## src/rtl/dot9_acc_ctrl_if.sv

```systemverilog
// rtl/dot9_acc_ctrl_if.sv - control, beat, multiplier-array and result signals of dot9_acc_ctrl
interface dot9_acc_ctrl_if;
   logic          start;
   logic [7:0]    cin_num;
   logic          busy;
   logic          in_valid;
   logic [71:0]   in_data;
   logic [71:0]   in_weight;
   logic          in_ready;
   logic [71:0]   mul_data;
   logic [71:0]   mul_weight;
   logic [143:0]  mul_dot;
   logic          out_valid;
   logic [31:0]   out_data;
   logic          out_ready;

   modport slave (
      input  start, cin_num, in_valid, in_data, in_weight, mul_dot, out_ready,
      output busy, in_ready, mul_data, mul_weight, out_valid, out_data
   );

   modport master (
      output start, cin_num, in_valid, in_data, in_weight, mul_dot, out_ready,
      input  busy, in_ready, mul_data, mul_weight, out_valid, out_data
   );
endinterface

```

## src/rtl/dot9_acc_ctrl.sv

```systemverilog
// rtl/dot9_acc_ctrl.sv - 9-lane int8 dot-product sequencer with per-channel 32-bit accumulation
// Optional DOT9_RELU_EN clamps negative results to zero at the output mux.
module dot9_acc_ctrl (
   input  logic           clk,
   input  logic           rst_n,
   dot9_acc_ctrl_if.slave bus
);
   typedef enum logic [1:0] {S_IDLE, S_ACC, S_DRAIN, S_OUT} state_t;

   state_t              r_state;
   state_t              w_next;
   logic [8:0]          r_cin;
   logic [8:0]          r_cnt;
   logic                r_s1_vld;
   logic                r_s2_vld;
   logic [71:0]         r_mul_data;
   logic [71:0]         r_mul_weight;
   logic signed [18:0]  r_psum;
   logic signed [18:0]  w_psum;
   logic signed [31:0]  r_acc;
   logic signed [31:0]  w_result;
   logic                w_in_ready;
   logic                w_busy;
   logic                w_out_valid;
   logic                w_beat;
   logic                w_last;

   assign w_beat = bus.in_valid && w_in_ready;
   assign w_last = w_beat && ((r_cnt + 9'd1) == r_cin);

   always_ff @(posedge clk) begin
      if (!rst_n) r_state <= S_IDLE;
      else        r_state <= w_next;
   end

   always_comb begin
      w_next = r_state;
      case (r_state)
         S_IDLE:  if (bus.start) w_next = S_ACC;
         S_ACC:   if (w_last) w_next = S_DRAIN;
         S_DRAIN: if (!r_s1_vld && !r_s2_vld) w_next = S_OUT;
         S_OUT:   if (bus.out_ready) w_next = S_IDLE;
         default: w_next = S_IDLE;
      endcase
   end

   always_comb begin
      w_busy      = 1'b0;
      w_in_ready  = 1'b0;
      w_out_valid = 1'b0;
      case (r_state)
         S_ACC: begin
            w_busy     = 1'b1;
            w_in_ready = (r_cnt < r_cin);
         end
         S_DRAIN: w_busy = 1'b1;
         S_OUT: begin
            w_busy      = 1'b1;
            w_out_valid = 1'b1;
         end
         default: ;
      endcase
   end

   // Adder tree over the nine signed products; 19 bits holds 9 x 16384 worst case
   always_comb begin
      logic [15:0] v_lane;
      w_psum = '0;
      for (int i = 0; i < 9; i++) begin
         v_lane = bus.mul_dot[16*i +: 16];
         w_psum = w_psum + {{3{v_lane[15]}}, v_lane};
      end
   end

   always_ff @(posedge clk) begin
      if (!rst_n) begin
         r_cin        <= '0;
         r_cnt        <= '0;
         r_s1_vld     <= 1'b0;
         r_s2_vld     <= 1'b0;
         r_mul_data   <= '0;
         r_mul_weight <= '0;
         r_psum       <= '0;
         r_acc        <= '0;
      end else begin
         if (r_state == S_IDLE && bus.start) begin
            r_cin <= {(bus.cin_num == 8'd0), bus.cin_num};
            r_cnt <= '0;
            r_acc <= '0;
         end
         if (w_beat) begin
            r_mul_data   <= bus.in_data;
            r_mul_weight <= bus.in_weight;
            r_cnt        <= r_cnt + 9'd1;
         end
         r_s1_vld <= w_beat;
         r_s2_vld <= r_s1_vld;
         if (r_s1_vld) r_psum <= w_psum;
         if (r_s2_vld) r_acc <= r_acc + {{13{r_psum[18]}}, r_psum};
      end
   end

`ifdef DOT9_RELU_EN
   assign w_result = r_acc[31] ? 32'sd0 : r_acc;
`else
   assign w_result = r_acc;
`endif

   assign bus.busy       = w_busy;
   assign bus.in_ready   = w_in_ready;
   assign bus.out_valid  = w_out_valid;
   assign bus.out_data   = w_out_valid ? w_result : 32'd0;
   assign bus.mul_data   = r_mul_data;
   assign bus.mul_weight = r_mul_weight;
endmodule

```

## src/flat_wrapper.sv

```systemverilog
// flat-port wrapper written by rule: the top's interface ports become plain ports
module dot9_acc_ctrl_flat 
  (clk, rst_n, bus_start, bus_cin_num, bus_in_valid, bus_in_data, bus_in_weight, bus_mul_dot, bus_out_ready, bus_busy, bus_in_ready, bus_mul_data, bus_mul_weight, bus_out_valid, bus_out_data);
  dot9_acc_ctrl_if bus_i ();
  input  logic clk;
  input  logic rst_n;
  input wire logic [$bits(bus_i.start)-1:0] bus_start;
  input wire logic [$bits(bus_i.cin_num)-1:0] bus_cin_num;
  input wire logic [$bits(bus_i.in_valid)-1:0] bus_in_valid;
  input wire logic [$bits(bus_i.in_data)-1:0] bus_in_data;
  input wire logic [$bits(bus_i.in_weight)-1:0] bus_in_weight;
  input wire logic [$bits(bus_i.mul_dot)-1:0] bus_mul_dot;
  input wire logic [$bits(bus_i.out_ready)-1:0] bus_out_ready;
  output wire logic [$bits(bus_i.busy)-1:0] bus_busy;
  output wire logic [$bits(bus_i.in_ready)-1:0] bus_in_ready;
  output wire logic [$bits(bus_i.mul_data)-1:0] bus_mul_data;
  output wire logic [$bits(bus_i.mul_weight)-1:0] bus_mul_weight;
  output wire logic [$bits(bus_i.out_valid)-1:0] bus_out_valid;
  output wire logic [$bits(bus_i.out_data)-1:0] bus_out_data;
  assign bus_i.start = bus_start;
  assign bus_i.cin_num = bus_cin_num;
  assign bus_i.in_valid = bus_in_valid;
  assign bus_i.in_data = bus_in_data;
  assign bus_i.in_weight = bus_in_weight;
  assign bus_i.mul_dot = bus_mul_dot;
  assign bus_i.out_ready = bus_out_ready;
  assign bus_busy = bus_i.busy;
  assign bus_in_ready = bus_i.in_ready;
  assign bus_mul_data = bus_i.mul_data;
  assign bus_mul_weight = bus_i.mul_weight;
  assign bus_out_valid = bus_i.out_valid;
  assign bus_out_data = bus_i.out_data;
  dot9_acc_ctrl u_core (.clk(clk), .rst_n(rst_n), .bus(bus_i));
endmodule
```

## config.mk

```make
export PLATFORM = sky130hd
export DESIGN_NAME = dot9_acc_ctrl_flat
export DESIGN_NICKNAME = d
export VERILOG_FILES = /design/src/rtl/dot9_acc_ctrl_if.sv /design/src/rtl/dot9_acc_ctrl.sv /design/src/flat_wrapper.sv
export SDC_FILE = /design/constraint.sdc
export NUM_CORES = 1
export LEC_CHECK = 0
export BUFFER_PORTS_ARGS = -buffer_cell sky130_fd_sc_hd__buf_2
export CAP_MARGIN = 20
export CORE_AREA = 4 4 183 185
export DETAILED_ROUTE_END_ITERATION = 8
export DIE_AREA = 0 0 187 189
export PLACE_DENSITY = 0.72
export SYNTH_ARGS = -nofsm -noshare
export SYNTH_HDL_FRONTEND = slang
export SYNTH_SLANG_ARGS = --single-unit
```

## constraint.sdc

```tcl
create_clock -name clk -period 5.8 [get_ports clk]
set_clock_uncertainty 0.15 [all_clocks]
set_input_delay 0.29 -clock clk [delete_from_list [all_inputs] [get_ports clk]]
set_output_delay 0.29 -clock clk [all_outputs]
set_load 0.01 [all_outputs]
```

==> metrics.csv, run 1 <==
metric;value;unit
initial antenna violation count;2;
internal power;4.31;mW
largest family of logic cells by synthesized area;adder cells;
non-filler instance count after layout;2686;
Post-synth top flop;dfxtp_1;
critical path required time;6.03;ns
Post-Syn Area;14200;um2
Max Cap Violations;0;
DRT antenna net count;0;
net switching fraction of the power;39.2;%
# IOs;480;
xor/xnor cell area share of the yosys netlist;3.70;%
sequential share of power;25.2;%
Total GRT Usage;24.8;%
first-pass GRT wire length;72.7;mm
Logic pwr share;52.5;%
worst slew pin tran;1.03;ns
top cells by area, synth;dfxtp_1 (31%), fa_1 (14%), nand2_1 (9.5%);
grt met3 use;5.68;%
CP Max Fanout;4;
Final Hold Fails;0;
H-tree depth;1;
Vias/cell;5.07;
total gr overflow;0;
Net Sw Power;2.78;mW
CTS tree;done;
placed cell areas;17000;um2
Starting DRT DRC Count;867;
Synth Area in Adders;21.4;%
clock sinks;217;
Max Clk Rate;183;MHz
CP Capture Type;flip-flop;
max_slew headroom;31.3;%
Top Usage Layer GRT;met2;
Remaining DRCs;0;
GR Util met1;30.0;%
largest net degree at the start of global routing;113;
FF/Latch Area;4340;um2
core area;32000;um2
#FFs+latches synth;217;
crit path DAT;5.68;ns
layout cell share with drive strength beyond 1;25.0;%
syn avg cell area;8.58;um2
half-perimeter wire length after placement;33.0;mm
Post-synth EDFFs;0;
Routed WL per cell;17.0;um
worst IR drop on VDD;0.267;mV
Synth Area in Compound Gates;17.8;%
# rows;66;
final instance area;19300;um2
dpl ws;-0.270;ns
most frequent cells in the layout;buf_2 (478), nand2_1 (360), dfxtp_1 (217);
Setup Viol. Count Final;0;
via count;13626;
mux cell area share after synthesis;0.987;%
Layout area overhead;36.1;%
clk_lat worst skew;0.53;ns
Die X;187;um
Clk pwr share;22.4;%
Routed WL;45.6;mm
root buffer cell;clkbuf_16;
area of the multi-input gates;8880;um2
fin crit share;94.0;%
die height;189;um
post-synthesis simple-gate area fraction;18.6;%
commonest non-fill, non-tap cell in the layout;buf_2;
Worst setup SP type;input pin;
WS Path Type;input pin to flip-flop;
grt met2 use;43.5;%
die area;35300;um2
Mapped Cells;1655;
RSZ-0062 raised after global routing;false;
DRT Pass-1 Iters;5;
Yosys cell types;73;
HP Class;input pin to flip-flop;
final setup margin;0.348;ns
Num CTS Buffers;25;
Pwr per Cell Area;367;nW/um2
post-synth top area share;30.6;%
Synth Warn #;0;
# nets final;2743;
flop2flop setup slack;2.11;ns
global placement routability congestion;0.956;
Leak;9.18;nW
final core area utilization;60.3;%
PortBufs;479;
status;finished clean;
Final Power;7.09;mW
synthesized net count;2138;
Starting Density;44.3;%
Max Slew Vio Count;0;
Async SR Flop Fraction;0;%
number of global-route vias before repair;14167;
min Tclk post-route;5.45;ns
clock buffer depth;3;
area leader, netlist;dfxtp_1;
Fillers;2682;
CTS clk-pin slew, worst paths;0.06;ns
# placed instances;2488;
register area share after synthesis;30.6;%
what timing repair did:
item | 4_1_cts | 5_1_grt
setup endpoints to repair | 0 | 4
hold endpoints to repair | 153 | 0
hold buffers | 152 | 0
resized for setup | 0 | 4
buffers inserted | 0 | 0
registers in the layout (all words and copies together) (netlist names), 2 cells and up:
signal                 cells
u_core.bus.mul_weight     72
u_core.r_acc              32
u_core.r_cin               9
u_core.r_cnt               9
u_core.bus.mul_data       72
u_core.r_state             2
u_core.r_psum             19
logic make-up (layout without fill, tap and decap cells):
family | after synthesis | after routing
compound gates | 359 | 359
xor+xnor | 60 | 60
fa+ha+maj | 182 | 182
buf+inv | 248 | 869
flops | 217 | 217
mux | 14 | 14
other cells | 0 | 2
simple gates | 575 | 575
synthesized netlist by cell type, drive strengths merged, types with 11 or more instances:
library cell,count
nand2,360
dfxtp,217
inv,168
a21boi,162
fa,101
ha,81
a21oi,60
clkbuf,57
o21ai,43
and2,42
nor2,35
xnor2,34
nor2b,30
xor2,26
and3,23
nand3,23
a21o,21
buf,21
mux2i,14
nor3,11
o21bai,11
worst max-delay path, cell delays in order:
cell	delay, ns
buf_2	0.10
ha_1	0.26
inv_1	0.10
fa_1	0.21
nor2b_1	0.06
o21ai_0	0.22
a21boi_1	0.12
o21ai_0	0.23
a21oi_1	0.13
or2_2	0.32
a21o_1	0.18
a21oi_1	0.17
xnor2_1	0.15
fa_1	0.43
inv_1	0.08
fa_1	0.43
fa_1	0.54
inv_1	0.04
ha_1	0.30
nand2_1	0.10
nand2b_1	0.07
a21o_1	0.20
a21oi_2	0.20
o22a_1	0.21
o211ai_1	0.11
a21oi_1	0.19
xnor2_1	0.14
o22ai_1	0.10
area by class of cell:
cell class	count	share of cell area, %
timing repair buffer	657	21.4
sequential	217	22.5
multi-input combinational	1190	45.9
clock inverter	8	0.615
antenna	2	0.0259
inverter	169	3.28
clock buffer	35	3.59
tap	408	2.64
power groups by stage:
stage                     Sequential (mW)  Clock [mW]  Combinational [mW]
after global placement               1.80           0                3.47
after floorplan                      1.85           0                2.44
after detailed placement             1.81           0                3.61
after CTS                            1.78        1.62                3.71
final                                1.78        1.59                3.72
after global routing                 1.80        1.68                4.23
stage by stage:
step                hold WS, ns  setup TNS, ns
floorplan                 0.285              0
global placement          0.299         -0.418
detailed placement        0.305         -0.990
CTS                      0.0329              0
global route             0.0526              0
finish                   0.0503              0
metal layers:
metal  part of all wire (%)  up-vias  routed length, um
li1                       -     6628                  -
met1                     40     6380              18200
met2                     49      490              22400
met3                    7.1      128               3250
met4                    3.7        0               1700
met5                      0        -                  0
final timing paths:
kind,from,endpoint,cells after the start
hold / removal,rst_n,u_core.r_state[0],2
setup / recovery,bus_mul_dot[0],u_core.r_psum[18],28
hold reg to reg,u_core.bus.mul_data[5],u_core.bus.mul_data[5],2
setup reg to reg,u_core.r_cin[1],u_core.bus.mul_weight[19],11
Note: power is estimated with default switching activity, not from simulation.
==> run 2: changes to the inputs <==
--- a/config.mk
+++ b/config.mk
@@ -10,7 +10,7 @@
 export CORE_AREA = 4 4 183 185
 export DETAILED_ROUTE_END_ITERATION = 8
 export DIE_AREA = 0 0 187 189
-export PLACE_DENSITY = 0.72
+export PLACE_DENSITY = 0.69
 export SYNTH_ARGS = -nofsm -noshare
 export SYNTH_HDL_FRONTEND = slang
 export SYNTH_SLANG_ARGS = --single-unit
==> constraint.sdc (replaced) <==
create_clock -name clk -period 7.02 [get_ports clk]
set_clock_uncertainty 0.15 [all_clocks]
set_input_delay 0.351 -clock clk [delete_from_list [all_inputs] [get_ports clk]]
set_output_delay 0.351 -clock clk [all_outputs]
set_load 0.01 [all_outputs]
==> run 2 against run 1 <==
  * Via count is 1.3% lower
  * Design area is 0.62% lower
  * Die area stayed put
  * Critical path depth is the same
  * Setup slack improved by 0.98 ns
==> metrics.csv, run 2 (synthesized netlist as in run 1, its figures left out) <==
metric;value;unit;change
status;finished clean;;
Pwr per Cell Area;292;nW/um2;-20%
PortBufs;479;;unchanged
Vias/cell;5.03;;-0.76%
Die X;187;um;unchanged
commonest non-fill, non-tap cell in the layout;buf_2;;
Total GRT Usage;23.8;%;-0.91 points
most frequent cells in the layout;buf_2 (478), nand2_1 (360), dfxtp_1 (217);;
CTS clk-pin slew, worst paths;0.06;ns;about the same
H-tree depth;1;;unchanged
Layout area overhead;35.2;%;
internal power;3.37;mW;-22%
Logic pwr share;50.0;%;-2.5 points
CP Capture Type;flip-flop;;
sequential share of power;26.5;%;+1.3 points
max_slew headroom;36.4;%;+5.1 points
die height;189;um;unchanged
Remaining DRCs;0;;unchanged
Net Sw Power;2.23;mW;-20%
Max Slew Vio Count;0;;unchanged
crit path DAT;5.92;ns;+0.24 ns
number of hold buffers added after cts;152;;unchanged
hold_ws;0.166;ns;+0.116 ns
Max Cap Violations;0;;unchanged
worst slew pin tran;0.955;ns;-0.0767 ns
clock sinks;217;;unchanged
global placement routability congestion;0.951;;-0.61%
Starting Density;44.3;%;unchanged
CTS tree;done;;
root buffer cell;clkbuf_16;;
DRT Pass-1 Iters;5;;unchanged
# rows;66;;unchanged
min Tclk post-route;5.69;ns;
Routed WL;43.5;mm;-4.5%
Fillers;2710;;+1.0%
fin crit share;81.1;%;
Clk pwr share;23.5;%;+1.1 points
Setup Viol. Count Final;0;;unchanged
WS Path Type;input pin to flip-flop;;
largest net degree at the start of global routing;95;;-16%
layout cell share with drive strength beyond 1;24.5;%;-0.41 points
number of global-route vias before repair;13984;;-1.3%
Starting DRT DRC Count;604;;-30%
initial antenna violation count;2;;unchanged
Routed WL per cell;16.3;um;-4.0%
net switching fraction of the power;39.8;%;+0.64 points
# IOs;480;;unchanged
core area;32000;um2;unchanged
worst IR drop on VDD;0.194;mV;-27%
Leak;9.09;nW;-0.91%
die area;35300;um2;unchanged
Final Hold Fails;0;;unchanged
Max Clk Rate;176;MHz;
first-pass GRT wire length;70.6;mm;-2.8%
Resized cells post-CTS;0;;unchanged
DRT antenna net count;0;;unchanged
Num CTS Buffers;25;;unchanged
clock buffer depth;3;;unchanged
half-perimeter wire length after placement;31.8;mm;-3.7%
Final TNS setup;0;ns;unchanged
total gr overflow;0;;unchanged
# nets final;2725;;-0.66%
clk_lat worst skew;0.53;ns;about the same
CP Max Fanout;4;;unchanged
HP Class;input pin to flip-flop;;
critical path required time;7.25;ns;+1.22 ns
RSZ-0062 raised after global routing;false;;
Worst setup SP type;input pin;;
Post-CTS Setup Inserts;0;;unchanged
via count;13452;;-1.3%
-- run 2: cell types whose count changed in the layout (fill, tap and decap cells not counted), sizes merged --
cell      before  now
clkinv         5    7
clkinvlp       0    4
bufinv         3    2
clkbuf        35   33
buf          505  487
diode          2    3
-- run 2: final timing paths --
| check | to | depth (start not counted) | slack, ns | from |
|---|---|---|---|---|
| max | u_core.r_psum[18] | 28 | 1.33 | bus_mul_dot[0] |
| min | u_core.r_acc[4] | 2 | 0.17 | rst_n |
| min reg2reg | u_core.bus.mul_data[42] | 2 | 0.31 | u_core.bus.mul_data[42] |
| max reg2reg | u_core.bus.mul_weight[43] | 11 | 3.15 | u_core.r_cin[1] |
-- run 2: metal layers --
metal,GRT usage (%),up-vias,wire [um]
met4,10.0,0,2080
li1,-,6606,-
met5,0,-,0
met1,29.9,6261,18700
met2,40.1,436,20300
met3,5.07,149,2450
-- run 2: power by group through the flow --
stage          logic, mW  registers (mW)  clock network [mW]
6_report            2.80            1.48                1.32
5_1_grt             3.24            1.50                1.39
4_1_cts             2.81            1.48                1.35
3_5_place_dp        2.73            1.51                   0
3_3_place_gp        2.67            1.50                   0
2_1_floorplan       2.02            1.53                   0
-- run 2: cell type report --
type	instances	area (um2)	area share (%)
timing repair buffer	639	4000	20.8
inverter	169	634	3.30
clock buffer	33	706	3.68
tap	408	510	2.66
clock inverter	13	129	0.671
multi-input combinational	1190	8870	46.2
antenna	3	7.51	0.0391
sequential	217	4340	22.6
-- run 2: worst max-delay path: stages --
cell	delay, ns
buf_2	0.10
ha_1	0.24
inv_1	0.09
fa_1	0.19
nor2b_1	0.05
o21ai_0	0.24
a21boi_0	0.16
o21ai_0	0.24
a21oi_1	0.13
or2_2	0.33
a21o_1	0.19
a21oi_1	0.16
xnor2_1	0.15
fa_1	0.43
inv_1	0.08
fa_1	0.43
fa_1	0.55
inv_1	0.04
ha_1	0.33
nand2_1	0.11
nand2b_1	0.08
a21o_1	0.18
a21oi_1	0.29
o22a_1	0.23
o211ai_1	0.10
a21oi_1	0.20
xnor2_1	0.14
o22ai_1	0.10
-- run 2: metrics by stage --
stage / area [um2] / util [%] / worst slack (ns) / total power [mW] / cells
floorplan: 14200 / - / 1.52 / 3.55 / 1655
global placement: 16800 / 52.5 / 0.960 / 4.17 / 2470
detailed placement: 16800 / 52.5 / 0.855 / 4.24 / 2470
CTS: 19200 / 59.8 / 1.37 / 5.64 / 2668
global route: 19200 / 59.9 / 0.916 / 6.14 / 2671
finish: 19200 / 59.9 / 1.33 / 5.61 / 2672
==> run 3: changes to the inputs <==
--- a/config.mk
+++ b/config.mk
@@ -5,12 +5,13 @@
 export SDC_FILE = /design/constraint.sdc
 export NUM_CORES = 1
 export LEC_CHECK = 0
+export ABC_AREA = 1
 export BUFFER_PORTS_ARGS = -buffer_cell sky130_fd_sc_hd__buf_2
 export CAP_MARGIN = 20
 export CORE_AREA = 4 4 183 185
 export DETAILED_ROUTE_END_ITERATION = 8
 export DIE_AREA = 0 0 187 189
-export PLACE_DENSITY = 0.69
+export PLACE_DENSITY = 0.72
 export SYNTH_ARGS = -nofsm -noshare
 export SYNTH_HDL_FRONTEND = slang
 export SYNTH_SLANG_ARGS = --single-unit
==> constraint.sdc (replaced) <==
create_clock -name clk -period 5.15 [get_ports clk]
set_clock_uncertainty 0.15 [all_clocks]
set_input_delay 0.2575 -clock clk [delete_from_list [all_inputs] [get_ports clk]]
set_output_delay 0.2575 -clock clk [all_outputs]
set_load 0.01 [all_outputs]
==> run 3 against run 2 <==
  * Synthesized area decreased by 0.47%
  * Non-clock buffer count increased by 22
  * Synthesized cell count increased by 17%
  * Global-route usage increased by 3.3 points
  * Clock power increased by 41%
  * Largest cell class unchanged
  * Highest routed layer is now met5
==> metrics.csv, run 3 <==
metric;value;unit;change
most frequent cell after synthesis;nor2_1;;
worst r2r dst;u_core.bus.mul_data[45];;
Remaining DRCs;0;;unchanged
Post-CTS Setup Inserts;0;;unchanged
DRT antenna net count;0;;unchanged
Starting DRT DRC Count;987;;+63%
area leader, netlist;dfxtp_1;;
Max Slew Vio Count;0;;unchanged
Routed WL per cell;16.8;um;+3.0%
final instance area;19400;um2;+1.1%
CTS clk-pin slew, worst paths;0.06;ns;about the same
synth cell count leaders;nor2_1 (398), inv_1 (271), nand2_1 (266);;
number of global-route vias before repair;15546;;+11%
Total GRT Usage;27.2;%;+3.3 points
layout cell share with drive strength beyond 1;21.4;%;-3.1 points
Hold Crit Start;bus_mul_dot[128];;
global placement routability congestion;1.00;;+5.4%
top cells by area, synth;dfxtp_1 (31%), fa_1 (14%), nor2_1 (11%);;
CP max stage cell;fa_1;;
core area;32000;um2;unchanged
root buffer cell;clkbuf_16;;
WS Path Type;input pin to flip-flop;;
CP Max Fanout;4;;unchanged
synthesized net count;2420;;+13%
syn avg cell area;7.29;um2;-15%
fin crit share;90.6;%;
worst r2r src;u_core.r_cin[8];;
Post-Syn Area;14100;um2;-0.47%
critical path's most frequent cell;inv_1;;
clock sinks;217;;unchanged
H-tree depth;1;;unchanged
Hold Path End;u_core.r_psum[0];;
PortBufs;479;;unchanged
r2r worst-path depth;10;;-1
critical path buffer and inverter count;6;;+2
Async SR Flop Fraction;0;%;unchanged
Routed WL;50.2;mm;+15%
register area share after synthesis;30.7;%;+0.14 points
max incr delay on CP;0.54;ns;about the same
#FFs+latches synth;217;;unchanged
Worst setup SP type;input pin;;
Starting Density;44.1;%;-0.21 points
total gr overflow;0;;unchanged
Mapped Cells;1937;;+17%
commonest non-fill, non-tap cell in the layout;buf_2;;
Max Clk Rate;214;MHz;
largest net degree at the start of global routing;102;;+7.4%
worst IR drop on VDD;0.297;mV;+53%
flop2flop setup slack;1.51;ns;-1.64 ns
Max Cap Violations;0;;unchanged
RSZ-0062 raised after global routing;false;;
critical path required time;5.42;ns;-1.83 ns
clk_lat worst skew;0.53;ns;about the same
Final Power;8.68;mW;+55%
die area;35300;um2;unchanged
initial antenna violation count;7;;+5
Vias/cell;5.09;;+1.0%
Num CTS Buffers;26;;+4.0%
first-pass GRT wire length;79.2;mm;+12%
Die X;187;um;unchanged
status;finished clean;;
Synth Warn #;0;;unchanged
CTS tree;done;;
half-perimeter wire length after placement;36.1;mm;+14%
clock buffer depth;3;;unchanged
CP Capture Type;flip-flop;;
Yosys cell types;39;;-47%
# nets final;3040;;+12%
max_slew headroom;34.8;%;-1.6 points
Pwr per Cell Area;447;nW/um2;+53%
via count;15213;;+13%
die height;189;um;unchanged
min Tclk post-route;4.67;ns;
Layout area overhead;37.4;%;
Leak;10.3;nW;+13%
HP Class;input pin to flip-flop;;
Setup Viol. Count Final;0;;unchanged
worst slew pin tran;0.977;ns;+0.0220 ns
DRT Pass-1 Iters;5;;unchanged
# IOs;480;;unchanged
post-synth top area share;30.7;%;+0.14 points
# rows;66;;unchanged
Post-synth EDFFs;0;;unchanged
Crit path max-delay family;adder cells;;
most frequent cells in the layout;buf_2 (478), nor2_1 (397), inv_1 (271);;
placed cell areas;16800;um2;+0.19%
crit path DAT;4.94;ns;-0.98 ns
hold path depth;5;;+3
Final TNS setup;0;ns;unchanged
Post-synth top flop;dfxtp_1;;
Final Hold Fails;0;;unchanged
-- run 3: changes by cell type after synthesis, sizes merged, moves of 59 or more --
cell	delta
nand2	-93
inv	+104
o21ai	+175
a21boi	-159
nand3	+59
nor2	+367
a21oi	+74
-- run 3: timing repair --
action	in CTS	in global routing
setup endpoints to repair	0	1
hold buffers	165	0
resized for setup	0	1
hold endpoints to repair	153	0
-- run 3: cells by family (layout without fill, tap and decap cells) --
| group | count (synthesis) | count (layout) | share of synthesized area [%] |
|---|---|---|---|
| compound gates | 385 | 385 | 14.3 |
| xor+xnor | 29 | 29 | 1.80 |
| fa+ha+maj | 182 | 182 | 21.5 |
| buf+inv | 342 | 981 | 9.55 |
| flops | 217 | 217 | 30.7 |
| other cells | 0 | 7 | 0 |
| simple gates | 782 | 782 | 22.2 |
-- run 3: final cells by class --
cell class | instances | area (um2)
inverters | 273 | 1030
repair buffers | 661 | 4200
well taps | 408 | 510
flip-flops and latches | 217 | 4340
diodes | 7 | 17.5
clock inverters | 13 | 141
multi-input cells | 1378 | 8440
fillers | 2780 | 12600
clock buffers | 34 | 732
-- run 3: worst register-to-register path: cells and delay by family, from the launching register on --
family	cells	cell delay (ns)
AOI/OAI and AO/OA	2	0.42
adders and majority gates	1	0.29
buffers and inverters	3	1.43
and+or+nand+nor	4	0.91
DFF	1	0.36
-- run 3: how the worst max path moves through the flow --
stage / start / endpoint / cells after the start
6_report: bus_mul_dot[0] / u_core.r_psum[17] / 26
5_1_grt: bus_mul_dot[0] / u_core.r_psum[17] / 25
4_1_cts: bus_mul_dot[0] / u_core.r_psum[17] / 26
3_5_place_dp: bus_mul_dot[0] / u_core.r_psum[17] / 26
3_3_place_gp: bus_mul_dot[0] / u_core.r_psum[18] / 26
2_1_floorplan: bus_mul_dot[0] / u_core.r_psum[17] / 25
-- run 3: stage by stage --
step	worst slack (ns)	hold slack (ns)	std cells	utilization, %
3_5_place_dp	-0.111	0.331	2771	52.6
3_3_place_gp	0.0461	0.327	2771	52.6
2_1_floorplan	0.484	0.242	1937	-
6_report	0.482	0.0655	2991	60.6
4_1_cts	0.435	0.0518	2983	60.4
5_1_grt	0.118	0.0789	2990	60.6
-- run 3: layer usage --
layer / track usage (%) / wire [um] / up-vias
li1: - / - / 7377
met5: 0 / 13 / -
met1: 33.0 / 19800 / 7044
met4: 11.7 / 2400 / 2
met2: 46.8 / 24300 / 638
met3: 5.99 / 3690 / 152
-- run 3: report_power, final --
part | internal (mW) | switching, mW
Combinational | 1.84 | 2.79
Sequential | 1.99 | 0.193
Clock | 1.10 | 0.759
